File: config.mk
export PLATFORM = sky130hd
export DESIGN_NAME = fetch_queue
export DESIGN_NICKNAME = d
export VERILOG_FILES = /design/src/rtl/fetch_pkg.sv /design/src/rtl/fetch_fifo.sv /design/src/rtl/fetch_queue.sv
export SDC_FILE = /design/constraint.sdc
export NUM_CORES = 1
export LEC_CHECK = 0
export CAP_MARGIN = 20
export CELL_PAD_IN_SITES_DETAIL_PLACEMENT = 1
export CELL_PAD_IN_SITES_GLOBAL_PLACEMENT = 1
export CORE_UTILIZATION = 45
export DETAILED_ROUTE_END_ITERATION = 7
export GPL_ROUTABILITY_DRIVEN = 1
export PLACE_DENSITY = 0.85
export REMOVE_ABC_BUFFERS = 1
export SYNTH_ARGS = -nofsm -noshare
export SYNTH_HDL_FRONTEND = slang
export SYNTH_SLANG_ARGS = --single-unit
File: constraint.sdc
create_clock -name clock -period 2.95 [get_ports clock]
set_input_delay 0.4425 -clock clock [delete_from_list [all_inputs] [get_ports clock]]
set_output_delay 0.4425 -clock clock [all_outputs]
set_load 0.01 [all_outputs]
File: src/rtl/fetch_pkg.sv
// Shared types and constants for the instruction-fetch front end.
package fetch_pkg;

   localparam int XLEN_DEF   = 32;
   localparam int ADDR_W_DEF = 8;

   typedef struct packed {
      logic [ADDR_W_DEF-1:0] pc;
      logic [XLEN_DEF-1:0]   instr;
      logic [ADDR_W_DEF-1:0] next_pc;
   } fetch_entry_t;

   typedef enum logic {
      CTL_RUN   = 1'b0,
      CTL_FLUSH = 1'b1
   } ctl_state_t;

   function automatic bit depth_ok(input int depth);
      return (depth >= 2) && (depth <= 16);
   endfunction

endpackage

File: src/rtl/fetch_fifo.sv
// Synchronous FIFO with flush; head word is read straight from the storage array.
module fetch_fifo #(
   parameter  int WIDTH = 8,
   parameter  int DEPTH = 4,
   localparam int PW    = $clog2(DEPTH),
   localparam int CW    = $clog2(DEPTH + 1)
) (
   input  logic             clock,
   input  logic             clear,
   input  logic             push,
   input  logic [WIDTH-1:0] wdata,
   input  logic             pop,
   input  logic             flush,
   output logic [WIDTH-1:0] rdata,
   output logic [CW-1:0]    count,
   output logic             full,
   output logic             empty
);

   logic [WIDTH-1:0] mem [DEPTH];
   logic [PW-1:0]    wr_ptr;
   logic [PW-1:0]    rd_ptr;
   logic             do_push;
   logic             do_pop;

   // DEPTH need not be a power of two, so pointers wrap explicitly.
   function automatic logic [PW-1:0] ptr_inc(input logic [PW-1:0] p);
      return (p == PW'(DEPTH - 1)) ? '0 : p + PW'(1);
   endfunction

   assign full    = (count == CW'(DEPTH));
   assign empty   = (count == '0);
   assign do_push = push && !full;
   assign do_pop  = pop && !empty;
   assign rdata   = mem[rd_ptr];

   always_ff @(posedge clock or negedge clear) begin
      if (!clear) begin
         wr_ptr <= '0;
         rd_ptr <= '0;
         count  <= '0;
      end else if (flush) begin
         wr_ptr <= '0;
         rd_ptr <= '0;
         count  <= '0;
      end else begin
         if (do_push) wr_ptr <= ptr_inc(wr_ptr);
         if (do_pop)  rd_ptr <= ptr_inc(rd_ptr);
         case ({do_push, do_pop})
            2'b10:   count <= count + CW'(1);
            2'b01:   count <= count - CW'(1);
            default: count <= count;
         endcase
      end
   end

   always_ff @(posedge clock) begin
      if (do_push && !flush) mem[wr_ptr] <= wdata;
   end

endmodule

File: src/rtl/fetch_queue.sv
// Instruction-fetch front end: PC, IRAM request credit, in-flight tracking, redirect flush.
//   state     | meaning
//   CTL_RUN   | normal fetch and delivery
//   CTL_FLUSH | cycle after a redirect edge; queue and in-flight fetch already discarded
module fetch_queue
   import fetch_pkg::*;
#(
   parameter  int              XLEN     = XLEN_DEF,
   parameter  int              ADDR_W   = ADDR_W_DEF,
   parameter  int              DEPTH    = 4,
   parameter  logic [ADDR_W-1:0] RESET_PC = '0,
   localparam int              CW       = $clog2(DEPTH + 1)
) (
   input  logic              clock,
   input  logic              clear,
   output logic [ADDR_W-1:0] imem_addr,
   output logic              imem_req,
   input  logic [XLEN-1:0]   imem_rdata,
   input  logic              redirect_valid,
   input  logic [ADDR_W-1:0] redirect_pc,
   output logic              out_valid,
   input  logic              out_ready,
   output logic [ADDR_W-1:0] out_pc,
   output logic [XLEN-1:0]   out_instr,
   output logic [ADDR_W-1:0] out_next_pc,
   output logic [CW-1:0]     count
);

   localparam int  EW          = 2 * ADDR_W + XLEN;
   localparam bit  DEPTH_LEGAL = depth_ok(DEPTH);

   ctl_state_t        state_q;
   ctl_state_t        state_d;
   logic [ADDR_W-1:0] pc_q;
   logic [ADDR_W-1:0] inflight_pc_q;
   logic              inflight_q;
   logic              armed_q;
   logic              push;
   logic              pop;
   logic              credit_ok;
   logic [CW:0]       used;
   logic [EW-1:0]     fifo_wdata;
   logic [EW-1:0]     fifo_rdata;
   logic              fifo_full;
   logic              fifo_empty;

   // Credit counts the in-flight word; a same-cycle pop is deliberately not credited.
   assign used       = {1'b0, count} + {{CW{1'b0}}, inflight_q};
   assign credit_ok  = (used < (CW + 1)'(DEPTH));
   assign imem_addr  = pc_q;
   assign fifo_wdata = {inflight_pc_q, imem_rdata, inflight_pc_q + ADDR_W'(1)};

   assign out_pc      = fifo_rdata[ADDR_W + XLEN +: ADDR_W];
   assign out_instr   = fifo_rdata[ADDR_W +: XLEN];
   assign out_next_pc = fifo_rdata[0 +: ADDR_W];

   always_ff @(posedge clock or negedge clear) begin
      if (!clear) state_q <= CTL_RUN;
      else        state_q <= state_d;
   end

   always_comb begin
      state_d   = CTL_RUN;
      imem_req  = 1'b0;
      out_valid = 1'b0;
      push      = 1'b0;
      pop       = 1'b0;
      if (redirect_valid) begin
         state_d = CTL_FLUSH;
      end else begin
         imem_req  = armed_q && credit_ok;
         out_valid = !fifo_empty;
         push      = inflight_q;
         pop       = !fifo_empty && out_ready;
      end
   end

   // armed_q holds off the first request until one edge after reset release.
   always_ff @(posedge clock or negedge clear) begin
      if (!clear) begin
         pc_q          <= RESET_PC;
         inflight_pc_q <= RESET_PC;
         inflight_q    <= 1'b0;
         armed_q       <= 1'b0;
      end else begin
         armed_q <= 1'b1;
         if (redirect_valid) begin
            pc_q       <= redirect_pc;
            inflight_q <= 1'b0;
         end else begin
            inflight_q <= imem_req;
            if (imem_req) begin
               pc_q          <= pc_q + ADDR_W'(1);
               inflight_pc_q <= pc_q;
            end
         end
      end
   end

   fetch_fifo #(
      .WIDTH (EW),
      .DEPTH (DEPTH)
   ) u_fifo (
      .clock (clock),
      .clear (clear),
      .push  (push),
      .wdata (fifo_wdata),
      .pop   (pop),
      .flush (redirect_valid),
      .rdata (fifo_rdata),
      .count (count),
      .full  (fifo_full),
      .empty (fifo_empty)
   );

   a_depth_legal: assert property (@(posedge clock) DEPTH_LEGAL);
   a_no_overflow: assert property (@(posedge clock) disable iff (!clear) !(push && fifo_full));
   a_flush_kills: assert property (@(posedge clock) disable iff (!clear)
                                   (state_q == CTL_FLUSH) |-> !inflight_q);

endmodule

==> results by group <==
Critical path
  – Nature of the critical path endpoint: output pin
  – CP Max Fanout: 35
  – WP buf/inv: 2
  – Reg2reg start: inflight_q
  – Setup crit start kind: flip-flop
  – Cells along the critical path: buf_12 -> mux4_2 -> clkdlybuf4s50_1
  – Critical path's largest stage delay: around 640 ps
  – Setup crit start: u_fifo.rd_ptr[1]
  – Critical path class: reg2out
  – Worst path slowest cell: dfrtp_2
  – Crit-path leading delay family: buffers and inverters
  – Arrival @ worst endpoint: between 2000 and 2500 ps
  – CP required: about 2500 ps
  – R2R Setup Slk: 650 ps

STA
  – Period minus WS final: 2750 ps
  – # setup viols final: 0
  – Worst slew pin tran: 877 ps
  – RSZ-0062 raised after global routing: no
  – Worst slew margin: between 40% and 50%
  – Slew Viols, Final: 0
  – Final period util: between 90% and 100%
  – Max Clock Skew: about 10 ps
  – F_max: approximately 0.36 GHz
  – Hold violation count in the final report: 0
  – Final setup margin: roughly 200 ps

Synthesis
  – Top_reg_cell synth: edfxtp_1
  – Sequential element share of the synthesized area: between 70% and 80%
  – Synth top cells by count: 192 x edfxtp_1, 48 x mux4_2, 25 x dfrtp_1
  – Mean Syn Cell Area: between 20 and 25 sq um
  – Yosys warning total: 0
  – Area leader, netlist: edfxtp_1
  – Yosys top cell area share: 67.9%
  – Ys async rst share: a little under an eighth
  – Number of synthesized flops with an enable pin: 192
  – Synth unique cells: 47
  – Mapped Cells: between 300 and 400
  – Most common cell in the netlist: edfxtp_1
  – Top post-synthesis cells by area: edfxtp_1 68%, mux4_2 13%, dfrtp_1 7.4%, mux2_4 1.4%, ha_1 1.0%
  – Syn Std Cell Area: ~8500 sq um
  – Number of synthesized register bits: between 200 and 250

Status
  – Status: complete, no violations

Global routing
  – Vias in the first global route: roughly 4800
  – First-pass GRT wire length: 27.3 mm
  – Pin count of the biggest net entering global routing: around 50
  – All-Layer GR Usage: a little under a fifth
  – Initial antenna violation count: 0
  – Total global routing overflow: 0

Clock tree
  – CTS tree: built
  – Worst-skew pair later-pin latency: 500 ps
  – CTS root buf: clkbuf_16
  – Max clock buf depth: 3
  – Clock transition at path regs: ~60 ps
  – Clock sink total: 217
  – TritonCTS Buffers: 22
  – Htree depth: 1

Routing
  – Via-per-instance ratio: ~5.5
  – Vias after detailed routing: 4219
  – Post-DRT Antenna Nets: 0
  – 1st-iter DRT viols: about 260
  – Residual DRC count: 0
  – DRT Wirelength: roughly 17 mm
  – WL/cell: around 22 microns
  – Pre-antenna DRT Iters: 4

Floorplanning
  – CORE AREA: 18200 sq um
  – Die Wd: between 100 and 150 microns
  – Initial Util: a little under half
  – Rows: between 40 and 50
  – Die H: between 100 and 150 microns
  – IO Count: ~110
  – Die area: 19400 sq um

Power
  – VDD IR max: between 0.2 and 0.3 mV
  – Tot Pwr: approximately 0.0072 W
  – Power per Cell Area: 672 nW/um^2
  – Static Leakage: approximately 3.5 nW

Placement
  – Pre-CTS WS: approximately 340 ps
  – Number of port buffers: 104
  – HPWL Detailed: about 11 mm
  – Cells after DPL: approximately 720
  – Gp weighted congestion: between 0.8 and 0.9
  – Placed inst area: about 10000 sq um

Final layout
  – Share of cells above drive strength 1: roughly 23%
  – Design Area, Final: 10600 sq um
  – Fill cell count: about 1500
  – Fin cells: 767
  – Number of inserted diodes: 0
  – Area Overhead vs Synth: 25.3%
  – Nets@finish: approximately 570

Worst hold path
  – Hold WC Path Type: in2async

Run
  – Total of max-cap violations: 0
## cells in the final DEF, fill, tap and decap left out, types with 2 or more instances in the layout
master	count
and2_1	2
inv_1	3
nand2_1	10
or3_1	2
nand3_1	4
mux4_2	48
o21ai_0	4
clkinv_2	8
clkbuf_1	3
xor2_1	7
mux2i_1	4
nor2_1	8
and2_2	4
a21oi_1	3
mux2_2	3
clkbuf_16	23
bufinv_16	3
nor3_1	3
clkinv_1	2
and4_1	2
nand4_1	5
clkdlybuf4s50_1	104
buf_12	6
xnor2_1	7
nand3b_1	3
edfxtp_1	192
a31oi_1	2
mux2_4	8
o21ai_1	2
and3_1	2
buf_4	10
dfrtp_1	23
ha_1	7
## final cells by class
cell class / count / area [sq um] / share of cell area, %
Timing Repair Buffer: 120 / 1240 / 11.6
Sequential cell: 217 / 6400 / 60.1
Clock inverter: 14 / 145 / 1.36
Multi-Input combinational cell: 158 / 1970 / 18.6
Clock buffer: 26 / 587 / 5.52
Tap cell: 229 / 287 / 2.69
Inverter: 3 / 11.3 / 0.106
## routing by layer
metal	vias to the layer above	share of wire (%)	global-route usage (%)
li1	1862	-	-
met1	2212	42	23.5
met2	123	52	32.6
met3	22	4.6	3.44
met4	0	1.5	4.74
met5	-	0	0
## final timing paths
kind	cells past startpoint	to
max	3	out_instr[2]
min	1	imem_addr[4]
max reg2reg	5	u_fifo.count[1]
min reg2reg	1	inflight_pc_q[7]
max in group asynchronous	1	u_fifo.rd_ptr[0]
min in group clock	3	imem_addr[1]
## kinds of logic after synthesis
group,after synthesis,share of synthesized area (%)
other cells,1,0.0442
fa+ha+maj,8,1.27
flops,217,75.3
simple gates,53,3.86
xor+xnor,14,1.44
buf+inv,22,1.50
mux,63,15.0
compound gates,19,1.56
## power breakdown
group          switching, W  total (W)  internal, W
Combinational      0.000315   0.000735     0.000420
Sequential         0.000124    0.00363      0.00351
Clock               0.00110    0.00278      0.00168
## sequential cells by signal (all words and copies together) (netlist names)
| register | count |
|---|---|
| imem_addr | 8 |
| u_fifo.wr_ptr | 2 |
| armed_q | 1 |
| u_fifo.mem | 192 |
| u_fifo.count | 3 |
| inflight_pc_q | 8 |
| u_fifo.rd_ptr | 2 |
| inflight_q | 1 |
## stage by stage
step / TNS (ps) / utilization [%] / hold slack [ps]
after floorplan: -9360 / - / 147
after CTS: 0 / 58.4 / 457
final: 0 / 58.4 / 442
after global placement: 0 / 54.3 / 561
after detailed placement: 0 / 54.3 / 564
after global routing: 0 / 58.4 / 498
## timing repair
item	4_1_cts	5_1_grt
endpoints found under the hold margin	0	0
buffers inserted	3	0
hold buffers	0	0
setup endpoints to repair	31	0
gates resized for setup	0	0
No activity file was read; power rests on OpenSTA's default activity.
